### config.mk
export PLATFORM = sky130hd
export DESIGN_NAME = trial_score_recorder
export DESIGN_NICKNAME = d
export VERILOG_FILES = /design/src/rtl/hippo_score_pkg.sv /design/src/rtl/score_window.sv /design/src/rtl/trial_score_recorder.sv
export SDC_FILE = /design/constraint.sdc
export NUM_CORES = 1
export LEC_CHECK = 0
export CORE_AREA = 2 2 133 135
export CTS_BUF_LIST = sky130_fd_sc_hd__clkbuf_8
export CTS_CLUSTER_DIAMETER = 150
export CTS_CLUSTER_SIZE = 12
export DETAILED_ROUTE_END_ITERATION = 7
export DIE_AREA = 0 0 135 137
export PLACE_DENSITY = 0.72
export SYNTH_ARGS = -nofsm -noshare
export SYNTH_HDL_FRONTEND = slang
export SYNTH_SLANG_ARGS = --single-unit
### constraint.sdc
create_clock -name clk -period 4.4 [get_ports clk]
set_clock_uncertainty 0.15 [all_clocks]
set_input_delay 0.66 -clock clk [delete_from_list [all_inputs] [get_ports clk]]
set_output_delay 0.66 -clock clk [all_outputs]
set_load 0.02 [all_outputs]
### src/rtl/hippo_score_pkg.sv
// Shared types and constants for the trial score recorder.
package hippo_score_pkg;

  typedef enum logic [1:0] {
    ST_IDLE   = 2'd0,
    ST_RECORD = 2'd1,
    ST_DONE   = 2'd2,
    ST_DUMP   = 2'd3
  } state_t;

  localparam int DEF_N_TRIAL = 100;
  localparam int DEF_PHASES  = 2;
  localparam int DEF_WIN     = 10;
  localparam int DEF_CRIT    = 8;

  // Bits needed to hold the values 0..n inclusive.
  function automatic int cnt_width(input int n);
    return (n < 1) ? 1 : $clog2(n + 1);
  endfunction

  // Bits needed to index n entries (0..n-1), never less than one.
  function automatic int idx_width(input int n);
    return (n < 2) ? 1 : $clog2(n);
  endfunction

endpackage

### src/rtl/score_window.sv
// Sliding-window score over the last WIN recorded trials, plus the sticky
// learning criterion. WIN must be at least 2.
module score_window
  import hippo_score_pkg::*;
#(
  parameter int WIN   = DEF_WIN,
  parameter int CRIT  = DEF_CRIT,
  parameter int CNT_W = cnt_width(DEF_N_TRIAL),
  localparam int WC_W = cnt_width(WIN)
) (
  input  logic             clk,
  input  logic             reset_n,
  input  logic             clear,
  input  logic             shift_en,
  input  logic             bit_in,
  input  logic [CNT_W-1:0] trials_rec,
  output logic [WC_W-1:0]  win_count,
  output logic             criterion_met,
  output logic [CNT_W-1:0] crit_trial
);

  logic [WIN-1:0] win_sr;

  // Shift the new trial in; the count tracks the bit entering and the one leaving.
  always_ff @(posedge clk or negedge reset_n) begin
    if (!reset_n) begin
      win_sr    <= '0;
      win_count <= '0;
    end else if (clear) begin
      win_sr    <= '0;
      win_count <= '0;
    end else if (shift_en) begin
      win_sr    <= {win_sr[WIN-2:0], bit_in};
      win_count <= win_count + WC_W'(bit_in) - WC_W'(win_sr[WIN-1]);
    end
  end

  // Criterion looks at the registered count, so it lands one cycle after the window.
  always_ff @(posedge clk or negedge reset_n) begin
    if (!reset_n) begin
      criterion_met <= 1'b0;
      crit_trial    <= '0;
    end else if (clear) begin
      criterion_met <= 1'b0;
      crit_trial    <= '0;
    end else if (!criterion_met && (win_count >= WC_W'(CRIT))) begin
      criterion_met <= 1'b1;
      crit_trial    <= trials_rec;
    end
  end

endmodule

### src/rtl/trial_score_recorder.sv
// Records one rewarded/not bit per trial, keeps totals and a window score,
// then streams the stored bits out over valid/ready.
// Optional feature macro: SCORE_BLOCK_AVG_EN adds blk_valid/blk_count, a
// per-block (non-overlapping, WIN trials) reward count.
module trial_score_recorder
  import hippo_score_pkg::*;
#(
  parameter int N_TRIAL = DEF_N_TRIAL,
  parameter int PHASES  = DEF_PHASES,
  parameter int WIN     = DEF_WIN,
  parameter int CRIT    = DEF_CRIT,
  localparam int CNT_W  = cnt_width(N_TRIAL),
  localparam int WC_W   = cnt_width(WIN)
) (
  input  logic             clk,
  input  logic             reset_n,
  input  logic             run,
  input  logic             trial_done,
  input  logic             rewarded,
  output logic [CNT_W-1:0] trials_rec,
  output logic [CNT_W-1:0] total_correct,
  output logic [WC_W-1:0]  win_count,
  output logic             criterion_met,
  output logic [CNT_W-1:0] crit_trial,
  output logic             full,
  input  logic             dump_req,
  output logic             out_valid,
  input  logic             out_ready,
  output logic             out_data,
  output logic             out_last
`ifdef SCORE_BLOCK_AVG_EN
  ,
  output logic             blk_valid,
  output logic [WC_W-1:0]  blk_count
`endif
);

  localparam int PH_W  = idx_width(PHASES);
  localparam int IDX_W = idx_width(N_TRIAL);

  state_t           state, state_nxt;
  logic [PH_W-1:0]  phase;
  logic [IDX_W-1:0] ptr;
  logic             mem [N_TRIAL];
  logic             phase_adv, rec_fire, last_trial, hs;

  assign phase_adv  = run && (state == ST_RECORD) && trial_done;
  assign rec_fire   = phase_adv && (phase == PH_W'(PHASES - 1));
  assign last_trial = (trials_rec == CNT_W'(N_TRIAL - 1));
  assign out_valid  = (state == ST_DUMP);
  assign out_data   = mem[ptr];
  assign out_last   = out_valid && (ptr == IDX_W'(N_TRIAL - 1));
  assign hs         = out_valid && out_ready;

  // State register.
  always_ff @(posedge clk or negedge reset_n) begin
    if (!reset_n) state <= ST_IDLE;
    else          state <= state_nxt;
  end

  // Next state; dropping run overrides everything and returns to IDLE.
  always_comb begin
    state_nxt = state;
    case (state)
      ST_IDLE:   if (run) state_nxt = ST_RECORD;
      ST_RECORD: if (rec_fire && last_trial) state_nxt = ST_DONE;
      ST_DONE:   if (dump_req) state_nxt = ST_DUMP;
      ST_DUMP:   if (hs && out_last) state_nxt = ST_DONE;
      default:   state_nxt = ST_IDLE;
    endcase
    if (!run) state_nxt = ST_IDLE;
  end

  // Phase counter, trial counters, score memory and readout pointer.
  always_ff @(posedge clk or negedge reset_n) begin
    if (!reset_n) begin
      phase         <= '0;
      trials_rec    <= '0;
      total_correct <= '0;
      full          <= 1'b0;
      ptr           <= '0;
      for (int i = 0; i < N_TRIAL; i++) mem[i] <= 1'b0;
    end else if (!run) begin
      phase         <= '0;
      trials_rec    <= '0;
      total_correct <= '0;
      full          <= 1'b0;
      ptr           <= '0;
    end else begin
      if (phase_adv) phase <= rec_fire ? '0 : phase + 1'b1;
      if (rec_fire) begin
        mem[trials_rec[IDX_W-1:0]] <= rewarded;
        trials_rec    <= trials_rec + 1'b1;
        total_correct <= total_correct + CNT_W'(rewarded);
        if (last_trial) full <= 1'b1;
      end
      if ((state == ST_DONE) && dump_req) ptr <= '0;
      else if (hs)                        ptr <= out_last ? '0 : ptr + 1'b1;
    end
  end

  score_window #(
    .WIN   (WIN),
    .CRIT  (CRIT),
    .CNT_W (CNT_W)
  ) u_score_window (
    .clk           (clk),
    .reset_n       (reset_n),
    .clear         (~run),
    .shift_en      (rec_fire),
    .bit_in        (rewarded),
    .trials_rec    (trials_rec),
    .win_count     (win_count),
    .criterion_met (criterion_met),
    .crit_trial    (crit_trial)
  );

`ifdef SCORE_BLOCK_AVG_EN
  logic [WC_W-1:0] blk_acc, blk_fill;

  // Block accumulator; the final trial flushes a partial block as DONE is entered.
  always_ff @(posedge clk or negedge reset_n) begin
    if (!reset_n) begin
      blk_acc   <= '0;
      blk_fill  <= '0;
      blk_valid <= 1'b0;
      blk_count <= '0;
    end else if (!run) begin
      blk_acc   <= '0;
      blk_fill  <= '0;
      blk_valid <= 1'b0;
      blk_count <= '0;
    end else begin
      blk_valid <= 1'b0;
      if (rec_fire) begin
        if ((blk_fill == WC_W'(WIN - 1)) || last_trial) begin
          blk_valid <= 1'b1;
          blk_count <= blk_acc + WC_W'(rewarded);
          blk_acc   <= '0;
          blk_fill  <= '0;
        end else begin
          blk_acc   <= blk_acc + WC_W'(rewarded);
          blk_fill  <= blk_fill + 1'b1;
        end
      end
    end
  end
`endif

endmodule

# After elaboration in Yosys (flattened, before gate mapping)
# Cells that the tools add are included.
# word_totals
register_bits	147
output_inout_bits	30
elab_cells	183
# op_classes
add_sub_neg	6
n_lt_le_gt_ge	4
eq_ne	13
muxes	33
n_bitwise	2
n_reduce_logical	15
# ops
operator	count
$bwmux W100	1
$mux W7	10
$mux W10	2
$ge A8 B8 Y1 const B	2
$not A7 Y8	2
$add A7 B1 Y7 const B	2
$eq A7 B7 Y1 const B	2
$mux W1	11
$logic_and A1 B1 Y1	10
$lt A8 B1 Y1 const B	1
$mux W2	4
$mux W4	2
$ne A2 B1 Y1 const B	4
$pmux W2 S4	1
$add A7 B1 Y7	1
$bmux W1 S7	1
$demux W1 S7	1
$ne A3 B2 Y1 const B	2
$add A4 B1 Y4	1
$eq A2 B2 Y1 const B	2
$ge A4 B4 Y1 const B	1
$reduce_and A2 Y1	2
$sub A4 B1 Y4	1
$ne A3 B1 Y1 const B	1
other kinds (6)	6

# Logic depth before layout (Yosys ltp)
# logic_depth
depth_word	8
ltp_mapped	9
depth_no_buf	9

# Hierarchy
# From an unflattened synthesis, not the netlist that was laid out.
# hier_totals
cells_unflattened	666
area_unflattened_um2	7556.0
# by_module_without_submodules
module	instances	cells_each	area_per_inst_um2	seq_area_each_um2
trial_score_recorder	1	581	6527.5	3128.0
score_window	1	85	1028.5	550.5

# Least setup slack after synthesis
# Ideal clock, no wire load.
# synth_path
kind	register to output
startpoint	register ptr[0]
endpoint	output port out_data
arrival_time_ns	1.953
required_ns	3.590
slack_ns	1.637
path_stages_with_launch	7
cell_sequence	dfrtp_1 > buf_6 > mux4_1 > mux4_2 > nor2_1 > a211oi_1 > o32a_1
# synth_between
elab_chain_len	4
# synth_rtl
element	line	source
start, declared	trial_score_recorder.sv:43	logic [IDX_W-1:0] ptr;
start signal, assigned	trial_score_recorder.sv:98	else if (hs) ptr <= out_last ? '0 : ptr + 1'b1;
$not A7 Y8 (implied by the code)	trial_score_recorder.sv:51	assign out_data = mem[ptr];
$bmux W1 S7	trial_score_recorder.sv:51	
$mux W1 (implied by the code) (2 in a row)	trial_score_recorder.sv:51	
end, declared	trial_score_recorder.sv:29	output logic out_data,
# No other way between the ends. The select of a mux whose other input is x is not followed.

# Final worst setup path
# Same ends and word-level chain as after synthesis.

==> metrics.md <==
| Metric | Value |
|---|---|
| Status | `complete, no violations` |
| Starting Density | `between 40% and 50%` |
| Pre-Repair DR Iteration Count | `5` |
| Post_cts resized | `0` |
| Share of total power in the clock network | `approximately 45%` |
| Syn Nets | `between 700 and 800` |
| Pre-CTS setup slack | `between 700 and 800 ps` |
| Die area | `approximately 18000 um2` |
| Max transition margin | `around a third` |
| Gr ovfl total | `0` |
| Syn Inst Count | `roughly 700` |
| Netlist Area Pre-Place | `7590 um2` |
| Ys flop type | `dfrtp_1` |
| Final core occ | `between 40% and 50%` |
| Final setup fails | `0` |
| Starting DRT DRC Count | `between 500 and 600` |
| EDFF count, synth | `0` |
| H-Tree Depth | `4` |
| DRT antenna net count | `0` |
| Placed inst area | `8000 um2` |
| Count of cell types in the netlist | `56` |
| Placer congestion estimate | `~0.9` |
| Sw Pwr | `0.578 mW` |
| RR Startpoint | `state[1]` |
| Sequential fraction of design power | `between 50% and 60%` |
| Max FO, Critical Path | `25` |
| Fmax | `246 MHz` |
| Routed WL per cell | `18.2 um` |
| Setup crit start kind | `flop` |
| Final worst slack | `~340 ps` |
| First-pass GRT wire length | `around 28000 um` |
| Post-synthesis register bit count | `around 150` |
| CTS tree | `built` |
| R2R setup slack | `about 1700 ps` |
| Final instance area | `between 8000 and 9000 um2` |
| MaxCap Viol Count | `0` |
| Crit path kind | `flop to output pin` |
| Root Buffer | `clkbuf_8` |
| WHS | `roughly 210 ps` |
| Largest cells by area after synthesis | `dfrtp_1 (48%), mux2_2 (12%), mux4_2 (5.6%)` |
| Leading area contributor after synthesis | `dfrtp_1` |
| Row Count | `48` |
| Die X | `approximately 140 um` |
| Hold_buf cts | `0` |
| Cells after DPL | `a little over 900` |
| Min Tclk post-route | `about 4100 ps` |
| RSZ-0062 raised after global routing | `false` |
| Hold Path Class | `input pin to async pin` |
| NumNets Final | `about 730` |
| Crit. End Element | `output pin` |
| Most common cell after layout, fill and taps aside | `dfrtp_1` |
| Setup TNS Final | `0 ps` |
| Vias per Instance | `between 5 and 6` |
| IO Pins | `37` |
| Final cycle utilization of the critical path | `between 90 and 100%` |
| Share of layout cells above drive strength 1 | `between 20% and 30%` |
| Core area | `approximately 17000 um2` |
| Pin slew with the least headroom to its limit | `around 1000 ps` |
| Total power | `between 2 and 3 mW` |
| Die height | `between 100 and 150 um` |
| P&R area growth vs syn | `11.2%` |
| DRC violations left | `0` |
| Final Hold Fails | `0` |
| Vias in the first global route | `roughly 5300` |
| Total track usage | `between 10% and 20%` |
| Pleak | `3.79 nW` |
| Post-route insts no fill | `roughly 950` |
| Seq/Total Area, Yosys | `around 48%` |
| Fill cell count | `between 1500 and 2000` |
| Largest net degree at the start of global routing | `roughly 110` |
| Switching Share | `a little over a fifth` |
| N_diodes | `0` |
| Most frequent cells in the layout | `dfrtp_1 (146), nand2_1 (100), nor2_1 (86)` |
| Max-slew violation count | `0` |
| CTS clk-pin slew, worst paths | `around 80 ps` |
| Yosys warns | `0` |
| Top cell type's share of synthesized area | `about half` |
| Peak supply drop | `~0.00018 V` |
| Clk buf depth | `2` |
| Arrival @ worst endpoint | `approximately 3300 ps` |
| Number of CTS-inserted buffers | `17` |
| Crit path required time | `3590 ps` |
| Cell-internal power | `2.06 mW` |
| DP HPWL | `11300 um` |
| Detailed Route WL | `around 17000 um` |
| Syn_area_per_cell | `between 10 and 15 um2` |
| CTS Sinks | `147` |
| Reg2Reg Depth | `5` |
| Clk Latency, worst-skew pair | `approximately 460 ps` |
| Initial antenna violation count | `0` |
| Power Density | `313 nW/um2` |
| Routed vias | `about 5400` |
| Logic gate share of total power | `3.8%` |
| Post CTS Setup Buffer Count | `0` |
| R2r endpoint | `mem[5]` |
| Asr flop ratio synth | `between 90% and 100%` |
| Port Buffers | `36` |
-- power groups by stage --
stage | Sequential, mW | Combinational (mW) | Clock, mW
6_report | 1.36 | 0.100 | 1.18
5_1_grt | 1.36 | 0.113 | 1.25
4_1_cts | 1.36 | 0.103 | 1.20
3_5_place_dp | 1.39 | 0.103 | 0
3_3_place_gp | 1.39 | 0.103 | 0
2_1_floorplan | 1.39 | 0.0472 | 0
-- area by class of cell --
type,count,area (um2),share of cell area (%)
multi-input cells,494,3570,42.3
well taps,225,282,3.33
repair buffers,48,447,5.29
flip-flops and latches,147,3680,43.6
clock inverters,13,193,2.28
clock buffers,18,248,2.93
inverters,7,26.3,0.311
-- how the worst max path moves through the flow --
| stage | depth (start not counted) | end | startpoint |
|---|---|---|---|
| 6_report | 6 | out_data | ptr[0] |
| 2_1_floorplan | 6 | out_data | ptr[0] |
| 4_1_cts | 6 | out_data | ptr[0] |
| 3_5_place_dp | 6 | out_data | ptr[0] |
| 5_1_grt | 6 | out_data | ptr[0] |
| 3_3_place_gp | 6 | out_data | ptr[0] |
-- metal layers --
metal  GRT usage (%)  up-vias  part of all wire, %
li1                -     2476                    -
met3            4.70       29                  6.5
met5               0        -                    0
met1            27.0     2723                   43
met2            31.1      178                   49
met4            7.58        0                  2.1
-- critical path, cell delays in order (launching register included) --
cell             delay [ps]
dfrtp_2                 530
buf_4                   440
mux4_2                  550
a31oi_1                 210
o211ai_1                120
o32a_1                  380
clkdlybuf4s50_1         540
-- cells in the mapped netlist, types with 3 or more instances --
| master | n |
|---|---|
| buf_1 | 3 |
| a211oi_1 | 5 |
| buf_2 | 6 |
| ha_1 | 9 |
| mux2i_1 | 23 |
| a21oi_1 | 19 |
| and3_1 | 8 |
| xor2_1 | 10 |
| o21ai_0 | 27 |
| clkbuf_1 | 31 |
| nor3_1 | 8 |
| nand3_1 | 31 |
| clkbuf_8 | 6 |
| mux2_2 | 81 |
| nand2b_1 | 4 |
| inv_1 | 7 |
| nand3b_1 | 6 |
| nand2_1 | 100 |
| nand4_1 | 7 |
| and2_1 | 5 |
| mux4_1 | 3 |
| dfrtp_1 | 147 |
| mux4_2 | 19 |
| xnor2_1 | 5 |
| nor2_1 | 86 |
| nor2b_1 | 6 |
-- registers in the layout, summed over array words and instances, names as in the netlist --
name / cells
state: 2
u_score_window.crit_trial: 7
u_score_window.win_count: 4
phase: 1
ptr: 7
total_correct: 7
mem: 100
full: 1
u_score_window.criterion_met: 1
u_score_window.win_sr: 10
trials_rec: 7
-- cell families after synthesis --
kind of cell,count (synthesis),share of synthesized area [%]
AND/OR/NAND/NOR,274,16.4
flip-flops,147,48.5
multiplexers,127,21.9
AO/OA/AOI/OAI,68,5.27
buffers and inverters,60,4.53
XOR/XNOR,15,1.73
adder cells (fa/ha/maj),10,1.75
(Power assumes the default switching activity.)
